--- src/rtl/instr_fetch.sv ---
// Instruction fetch stage: IDLE/RUN/HALT sequencer, one-cycle fetch latency, stall, branch redirect.
// Define INSTR_FETCH_BRANCH_LUT_EN for a 16-entry branch target table; otherwise branches are pc_out-relative.
module instr_fetch #(
  parameter int                     PC_WIDTH    = 10,
  parameter int                     INSTR_WIDTH = 9,
  parameter logic [INSTR_WIDTH-1:0] HALT_WORD   = {INSTR_WIDTH{1'b1}}
) (
  input  logic                   clk,
  input  logic                   reset,
  input  logic                   start,
  input  logic                   stall,
  input  logic                   branch_taken,
  input  logic [3:0]             target_idx,
  input  logic                   lut_we,
  input  logic [3:0]             lut_waddr,
  input  logic [PC_WIDTH-1:0]    lut_wdata,
  output logic [PC_WIDTH-1:0]    imem_addr,
  input  logic [INSTR_WIDTH-1:0] imem_data,
  output logic [INSTR_WIDTH-1:0] instr,
  output logic                   instr_valid,
  output logic [PC_WIDTH-1:0]    pc_out,
  output logic                   done
);

  typedef enum logic [1:0] {IDLE, RUN, HALT} state_t;

  state_t                 state, state_nxt;
  logic [PC_WIDTH-1:0]    pc, pc_nxt, pc_out_nxt, target;
  logic [INSTR_WIDTH-1:0] instr_nxt;
  logic                   valid_nxt, done_nxt;
  logic                   fetch, redirect, halt_fetch, last_fetch;

  assign imem_addr = pc;

`ifdef INSTR_FETCH_BRANCH_LUT_EN
  logic [PC_WIDTH-1:0] lut [16];

  // NOTE: the table must clear on reset, so it is built from flops rather than inferred as RAM.
  always_ff @(posedge clk) begin
    if (reset) begin
      for (int i = 0; i < 16; i++) lut[i] <= '0;
    end else if (lut_we && state != RUN) begin
      lut[lut_waddr] <= lut_wdata;
    end
  end

  assign target = lut[target_idx];
`else
  logic unused_lut;
  assign unused_lut = ^{lut_we, lut_waddr, lut_wdata};

  assign target = pc_out + {{(PC_WIDTH-4){target_idx[3]}}, target_idx};
`endif

  // A redirect needs a valid word in flight; a branch beats the halt word and the top-of-memory stop.
  assign fetch      = (state == RUN) && !stall;
  assign redirect   = fetch && branch_taken && instr_valid;
  assign halt_fetch = fetch && !redirect && (imem_data == HALT_WORD);
  assign last_fetch = fetch && !redirect && !halt_fetch && (pc == {PC_WIDTH{1'b1}});

  // NOTE: registers update with <= so every flop samples pre-edge values regardless of statement order.
  always_ff @(posedge clk) begin
    if (reset) state <= IDLE;
    else       state <= state_nxt;
  end

  always_comb begin
    state_nxt = state;
    case (state)
      IDLE:    if (start) state_nxt = RUN;
      RUN:     if (halt_fetch || last_fetch) state_nxt = HALT;
      HALT:    if (start) state_nxt = RUN;
      default: state_nxt = IDLE;
    endcase
  end

  // NOTE: every output starts from its hold value so no path through the case leaves a latch.
  always_comb begin
    pc_nxt     = pc;
    instr_nxt  = instr;
    pc_out_nxt = pc_out;
    valid_nxt  = instr_valid;
    done_nxt   = done;
    case (state)
      IDLE: if (start) pc_nxt = '0;
      RUN: if (!stall) begin
        if (redirect) begin
          pc_nxt    = target;
          valid_nxt = 1'b0;
        end else if (halt_fetch) begin
          valid_nxt = 1'b0;
          done_nxt  = 1'b1;
        end else begin
          instr_nxt  = imem_data;
          pc_out_nxt = pc;
          valid_nxt  = 1'b1;
          if (last_fetch) done_nxt = 1'b1;
          else            pc_nxt   = pc + PC_WIDTH'(1);
        end
      end
      HALT: begin
        valid_nxt = 1'b0;
        if (start) begin
          done_nxt = 1'b0;
          pc_nxt   = '0;
        end
      end
      default: ;
    endcase
  end

  always_ff @(posedge clk) begin
    if (reset) begin
      pc          <= '0;
      instr       <= '0;
      pc_out      <= '0;
      instr_valid <= 1'b0;
      done        <= 1'b0;
    end else begin
      pc          <= pc_nxt;
      instr       <= instr_nxt;
      pc_out      <= pc_out_nxt;
      instr_valid <= valid_nxt;
      done        <= done_nxt;
    end
  end

endmodule

--- config.mk ---
export PLATFORM = sky130hd
export DESIGN_NAME = instr_fetch
export DESIGN_NICKNAME = d
export VERILOG_FILES = /design/src/rtl/instr_fetch.sv
export SDC_FILE = /design/constraint.sdc
export NUM_CORES = 1
export LEC_CHECK = 0
export CORE_MARGIN = 2
export CORE_UTILIZATION = 41
export CTS_BUF_LIST = sky130_fd_sc_hd__clkbuf_16
export DETAILED_ROUTE_END_ITERATION = 8
export PLACE_DENSITY_LB_ADDON = 0.08
export SLEW_MARGIN = 5
export SYNTH_ARGS = -nofsm -noshare
export SYNTH_HDL_FRONTEND = slang
export SYNTH_SLANG_ARGS = --single-unit
--- constraint.sdc ---
create_clock -name clk -period 2 [get_ports clk]
set_input_delay 0.4 -clock clk [delete_from_list [all_inputs] [get_ports clk]]
set_output_delay 0.4 -clock clk [all_outputs]
set_load 0.03 [all_outputs]
* After elaboration in Yosys (flattened, before gate mapping)
Cells that the tools add are included.
Cells by class: add/sub/neg operators 2, eq/ne operators 12, mux-type cells 19, bitwise gates (word level) 3, reductions and logical operators 20
Operators with widths (number):
- $mux W10 | 5
- $pmux W10 S2 | 1
- $add A10 B1 Y10 const B | 1
- $add A10 B10 Y10 | 1
- $eq A10 B10 Y1 const B | 1
- $reduce_and A5 Y1 | 2
- $eq A9 B9 Y1 const B | 1
- $ne A3 B3 Y1 const B | 3
- $mux W1 | 8
- $logic_and A1 B1 Y1 | 7
- $ne A2 B2 Y1 const B | 3
- $mux W2 | 2
- $ne A2 B1 Y1 const B | 2
- $pmux W1 S2 | 2
- $pmux W2 S2 | 1
- $reduce_and A2 Y1 | 2
- $reduce_and A4 Y1 | 1
- $reduce_bool A2 Y1 | 2
- $logic_not A1 Y1 | 3
- $not A1 Y1 | 3
- $eq A2 B1 Y1 const B | 1
- $eq A2 B2 Y1 const B | 1
- $logic_not A2 Y1 | 1
- $reduce_or A2 Y1 | 1
- $logic_or A1 B1 Y1 | 1
Storage, ports and cells: bits in registers 33, bits of input ports 33, output and inout bits 31, logic and storage cells 62

* Longest topological paths before layout
Gate-level depths: netlist (run 1).
depth in word-level cells 15, gate-level depth with buffers 9, gate-level depth less buffers 9

* Worst setup path before layout (run 1)
Ideal clock, no wire load.
path type register to register, from register pc_out[1], to register pc[9], in the netlist imem_addr[9], library setup time 0.101 ns, data arrival time 1.983 ns, data required time 1.899 ns, slack -0.084 ns, cell stages (with the launch flop) 8, path buffers 0, clock period less this slack 2.084 ns, path through dfxtp_1 -> ha_1 -> a21oi_1 -> o2111ai_1 -> a221oi_1 -> xnor2_1 -> nor2_1 -> o41ai_1
On the way: word-level cells in the longest chain between the ends 4
RTL lines:
- from (decl) | line 21 | output logic [PC_WIDTH-1:0] pc_out,
- from (signal assigned) | line 122 | pc_out <= pc_out_nxt;
- $add A10 B10 Y10 | line 52 | assign target = pc_out + {{(PC_WIDTH-4){target_idx[3]}}, target_idx};
- $mux W10 | line 87 | if (redirect) begin
- $mux W10 | line 86 | RUN: if (!stall) begin
- $pmux W10 S2 | line 84 | case (state)
- to (signal assigned) | line 120 | pc <= pc_nxt;
- to (decl) | line 28 | logic [PC_WIDTH-1:0] pc, pc_nxt, pc_out_nxt, target;
No other way between the ends. The select of a mux whose other input is x is not followed. A chain may end at the register's enable or synchronous reset.

* Worst setup path in the final report (run 1)
from register pc_out[0], to register pc[6], in the netlist imem_addr[6]
The elaborated chain is that of the path after synthesis.

==> results of run 1 <==
## per-layer routing
metal	track usage, %	routed length, um
met1	25.7	2440
met2	37.1	2610
met3	5.39	219
met4	7.00	55
met5	0	0
## cell usage after synthesis, types with 2 or more instances
cell / number / area share (%)
a211oi_1: 2 / 0.77
a21o_1: 2 / 0.77
a21oi_1: 29 / 7.5
a221oi_1: 2 / 0.90
a31oi_1: 4 / 1.3
buf_2: 5 / 1.3
buf_4: 3 / 1.2
clkbuf_1: 3 / 0.58
dfxtp_1: 33 / 34
ha_1: 10 / 6.5
inv_1: 11 / 2.1
nand2_1: 55 / 11
nand3_1: 10 / 2.6
nand4_1: 2 / 0.65
nor2_1: 8 / 1.5
nor2_2: 2 / 0.65
nor2b_1: 2 / 0.65
nor3_1: 4 / 1.0
o2111ai_1: 3 / 1.4
o211ai_1: 2 / 0.77
o21a_1: 3 / 1.2
o21ai_0: 6 / 1.5
o221a_2: 3 / 1.7
o31ai_1: 2 / 0.77
or3_1: 3 / 0.97
xnor2_1: 8 / 3.6
xor2_1: 2 / 0.90
## repair_timing
action / 4_1_cts / 5_1_grt
pin swaps: 16 / 11
resized for setup: 17 / 10
endpoints found under the setup margin: 6 / 9
buffers inserted: 3 / 1
## flip-flops by register name, indices dropped and copies added (netlist names)
name         count
imem_addr       10
pc_out          10
instr            9
state            2
done             1
instr_valid      1
## report_power, final
part           switching (mW)  internal, mW
clock                   0.281         0.450
sequential             0.0110         0.671
combinational           0.131         0.117
## worst min-delay path by stage
stage                   from        to  slack [ns]  depth (start not counted)
detailed placement  instr[5]  instr[5]        0.45                          2
finish              instr[4]  instr[4]        0.46                          2
global placement    instr[4]  instr[4]        0.45                          2
CTS                 instr[5]  instr[5]        0.46                          2
floorplan              start      done        0.51                          1
global route        instr[6]  instr[6]        0.49                          2
## through the flow
step                      worst slack, ns  power, mW
after floorplan                   0.00757      0.821
after global placement             -0.528      0.938
after detailed placement           -0.576      0.937
after CTS                          0.0115       1.67
after global routing              -0.0845       1.73
final                              0.0512       1.66
## cell families (layout without fill, tap and decap cells)
kind of cell,Yosys count,count (layout),synth area share [%]
AO/OA/AOI/OAI,69,69,24.6
XOR/XNOR,10,10,4.52
adder cells (fa/ha/maj),11,11,7.48
buffers and inverters,22,108,5.16
flip-flops,33,33,34.1
multiplexers,1,1,0.516
AND/OR/NAND/NOR,95,95,23.7
## worst max-delay path, stage by stage, from the launching register on
cell	delay (ns)
dfxtp_4	0.35
ha_4	0.16
inv_2	0.05
fa_2	0.20
nor2b_2	0.05
o31a_1	0.28
o21a_1	0.17
or3_1	0.31
a31oi_1	0.18
o31ai_1	0.09
## cell type report
type / count / area (um2)
multi-input cells: 186 / 1250
well taps: 54 / 67.6
fillers: 442 / 1680
clock buffers: 5 / 125
clock inverters: 3 / 12.5
flip-flops and latches: 33 / 668
repair buffers: 89 / 782
inverters: 11 / 41.3
==> impl_metrics.csv, run 1 <==
group,metric,value,unit
power_and_ir_drop,p_per_area,563,nW/um2
routing,drc,0,
floorplan,die_x,72.8,um
clock_network,clockRootBuffer,"clkbuf_16",
timing,hold_viol,0,
synthesis,synth_fp_nets,285,
clock_network,cts.sink_count,33,
floorplan,rows,25,
setup_path,rr_worst_depth,9,
timing,fmax,0.513,GHz
synthesis,synth_edf_count,0,
grt,grt_pass1_vias,2004,
final_layout,nNetsFinal,370,
grt,grt_overflow,0,
routing,viasPerCell,5.32,
routing,ant_nets,0,
synthesis,ys_seq_elements,33,
hold_path,hp-class,"reg2reg",
timing,worst-slew-pin-transition,0.378,ns
final_layout,layout-drive-gt1-share,24.8,%
synthesis,ys_async_sr_fraction,0,%
routing,wl_per_cell,14.0,um
clock_network,h-tree-depth,2,
timing,rsz0062_at_grt,"true",
clock_network,numCtsBuffers,5,
floorplan,core,4630,um2
power_and_ir_drop,power_leakage,1.13,nW
synthesis,ys.warnings.count,0,
synthesis,synth_cells,241,
setup_path,crit_start,"pc_out[0]",
setup_path,endpoint,"imem_addr[6]",
synthesis,synthFlopType,"dfxtp_1",
clock_network,cts_tree,"built",
floorplan,die_h,72.8,um
setup_path,crit_fanout,3,
timing,slew_viol_final,0,
run_status,outcome,"finished clean",
timing,period_share,97.4,%
clock_network,clk_latency,0.28,ns
power_and_ir_drop,max-vdd-ir-drop,0.359,mV
final_layout,final_util,63.7,%
setup_path,timing.rr.end,"imem_addr[6]",
timing,setup_viol_count_final,0,
synthesis,netlist_area,1940,um2
place,port_buffers,48,
setup_path,crit_required,2.17,ns
place,gp_congestion,0.800,
timing,maxSlewHeadroom,74.8,%
setup_path,start_kind,"flop",
grt,grt_max_degree,28,
setup_path,regToRegStartpoint,"pc_out[0]",
final_layout,final_cells,381,
setup_path,r2r_slack,0.05,ns
routing,drt_first_pass_iters,4,
synthesis,ys_types,49,
routing,wirelength,5330,um
timing,holdWs,0.460,ns
place,place_area,2710,um2
grt,grt_usage,21.4,%
timing,setup_tns,0,ns
place,dp_cells,369,
clock_network,ctsHoldBuffers,0,
final_layout,final_cell_mix,"nand2_1, clkdlybuf4s50_1, buf_4",
grt,grt_pass1_wl,8840,um
flow_run,drv_cap,0,
synthesis,yosysSeqAreaShare,34.1,%
floorplan,dieArea,5300,um2
synthesis,syn_area_per_cell,8.05,um2
final_layout,finalInstanceArea,2950,um2
clock_network,path_clk_slew,0.05,ns
timing,clock_skew,0.00276,ns
final_layout,final_common_cell,"nand2_1",
routing,vias,2026,
final_layout,num_antenna_cells,0,
routing,drtIter0Drc,102,
setup_path,endpoint_kind,"flop",
final_layout,synthToLayoutAreaGrowth,52.0,%
grt,antenna_found_initial,0,
timing,final.min_clock_period,1.95,ns
floorplan,start_util,41.9,%
clock_network,cts_buffer_depth,2,
setup_path,worstSetupPathType,"reg2reg",
place,hpwl,3860,um
floorplan,pin_count,64,
setup_path,worstPathArrival,2.12,ns
Note: power is estimated with default switching activity, not from simulation.
==> run 2: changes to the inputs <==
- PLACE_DENSITY_LB_ADDON: 0.08 -> 0.1
==> run 2 against run 1 <==
Compared with the run above:
- the flow now finishes with violations (setup timing)
- die area unchanged
- total power up 0.24%
- critical path depth unchanged
- global-route usage up 0.37 points
- clock-buffer cell count unchanged
- critical endpoint unchanged
==> impl_metrics.csv, run 2 (synthesis gave the netlist of run 1 again) <==
group,metric,value,unit
run_status,outcome,"complete, but fails checks",
run_status,violations,"setup timing",
place,gp_congestion,0.875,
power_and_ir_drop,clkPwrFrac,43.9,%
clock_network,numCtsBuffers,5,
clock_network,cts_tree,"built",
final_layout,synthToLayoutAreaGrowth,52.5,%
setup_path,endpoint_kind,"flop",
final_layout,final_cell_mix,"nand2_1, clkdlybuf4s50_1, buf_4",
routing,wirelength,5490,um
timing,period_share,100,%
routing,vias,2078,
floorplan,die_h,72.8,um
clock_network,h-tree-depth,2,
final_layout,num_antenna_cells,0,
routing,drtIter0Drc,154,
flow_run,drv_cap,0,
timing,clock_skew,0.00597,ns
final_layout,final_cells,384,
setup_path,crit_chain,"ha_4, inv_2, fa_2, nor2b_2, o31a_1, o21a_1, or3_1, a31oi_1, o31ai_1",
grt,grt_pass1_vias,1924,
setup_path,start_kind,"flop",
final_layout,final_common_cell,"nand2_1",
power_and_ir_drop,p_per_area,563,nW/um2
timing,hold_viol,0,
final_layout,final_util,63.9,%
floorplan,rows,25,
setup_path,crit_required,2.16,ns
timing,rsz0062_at_grt,"true",
hold_path,hp-class,"reg2reg",
routing,drc,0,
clock_network,cts_buffer_depth,2,
place,hpwl,4110,um
timing,fmax,0.498,GHz
routing,drt_first_pass_iters,4,
timing,final.min_clock_period,2.01,ns
grt,grt_max_degree,28,
clock_network,ctsHoldBuffers,0,
setup_path,crit_fanout,3,
power_and_ir_drop,power_leakage,1.15,nW
grt,grt_usage,21.7,%
routing,viasPerCell,5.41,
floorplan,pin_count,64,
grt,antenna_found_initial,0,
setup_path,worstPathArrival,2.17,ns
power_and_ir_drop,swShare,25.4,%
timing,setup_viol_count_final,1,
power_and_ir_drop,p_comb_share,15.2,%
timing,layout_setup_ws,-0.00791,ns
clock_network,clockRootBuffer,"clkbuf_16",
timing,slew_viol_final,0,
final_layout,nNetsFinal,373,
setup_path,regToRegStartpoint,"pc_out[0]",
power_and_ir_drop,intPower,1.24,mW
routing,wl_per_cell,14.3,um
setup_path,critPathSlowestCell,"dfxtp_4",
power_and_ir_drop,seq_power_share,40.8,%
setup_path,worstSetupPathType,"reg2reg",
place,port_buffers,48,
place,post-place-ws,-0.577,ns
clock_network,clk_latency,0.28,ns
routing,ant_nets,0,
final_layout,fillers,436,
timing,worst-slew-pin-transition,0.382,ns
grt,grt_overflow,0,
floorplan,dieArea,5300,um2
final_layout,layout.area.seq,668,um2
place,dp_cells,373,
setup_path,cpPeakStageDelay,0.35,ns
final_layout,layout-drive-gt1-share,24.8,%
hold_path,hp-start,"instr[4]",
floorplan,die_x,72.8,um
floorplan,start_util,41.9,%
final_layout,multi_input_area,1240,um2
grt,grt_pass1_wl,9040,um
timing,maxSlewHeadroom,74.5,%
power_and_ir_drop,max-vdd-ir-drop,0.475,mV
floorplan,core,4630,um2
power_and_ir_drop,switching_power,422,uW
clock_network,path_clk_slew,0.06,ns
clock_network,cts.sink_count,33,
setup_path,crit_start,"pc_out[0]",
-- run 2: cell types whose count changed in the layout (fill, tap and decap cells not counted), sizes merged --
cell	delta
clkinv	-3
clkbuf	+1
clkinvlp	+1
buf	+2
dlygate4sd2	+1
inv	+2
clkdlybuf4s15	-1
-- run 2: timing repair --
action,CTS,global route
resized for setup,14,7
pin swaps,14,5
buffers inserted,2,1
endpoints found under the hold margin,0,0
setup endpoints to repair,6,8
-- run 2: critical path: cells and delay by family (launching register included) --
kind            cells  cell delay [ns]
compound gates      4             0.76
fa+ha+maj           2             0.36
simple gates        2             0.36
flops               1             0.35
buf+inv             1             0.05
-- run 2: cell type report --
class / instances / share of cell area, %
Timing Repair Buffer: 92 / 27.2
Sequential cell: 33 / 22.6
Clock inverter: 3 / 0.508
Clock buffer: 5 / 4.23
Multi-Input combinational cell: 186 / 41.8
Inverter: 11 / 1.40
Tap cell: 54 / 2.28
-- run 2: final timing paths --
| kind | endpoint | slack (ns) | cells past startpoint |
|---|---|---|---|
| setup / recovery | imem_addr[6] | -0.008 | 9 |
| hold / removal | instr[4] | 0.46 | 2 |
| setup reg to reg | imem_addr[6] | -0.008 | 9 |
| hold reg to reg | instr[4] | 0.46 | 2 |
-- run 2: through the flow --
step / instance area [um2] / setup TNS [ns] / total power, mW / hold WS [ns]
finish: 2960 / -0.00791 / 1.66 / 0.456
global route: 2960 / -0.0824 / 1.73 / 0.476
CTS: 2930 / 0 / 1.68 / 0.458
detailed placement: 2740 / -4.28 / 0.945 / 0.452
global placement: 2740 / -3.79 / 0.944 / 0.442
floorplan: 1940 / 0 / 0.821 / 0.512
-- run 2: power by group through the flow --
stage	sequential, mW	clock (mW)	combinational, mW
global route	0.681	0.775	0.274
global placement	0.695	0	0.249
detailed placement	0.695	0	0.250
CTS	0.681	0.742	0.252
finish	0.680	0.732	0.253
floorplan	0.720	0	0.101
-- run 2: metal layers --
metal | vias to the layer above | share of wire, % | GRT usage [%]
met5 | - | 0 | 0
met3 | 5 | 7.5 | 5.52
li1 | 1040 | - | -
met1 | 963 | 44 | 28.6
met4 | 0 | 0.67 | 3.91
met2 | 70 | 48 | 36.4
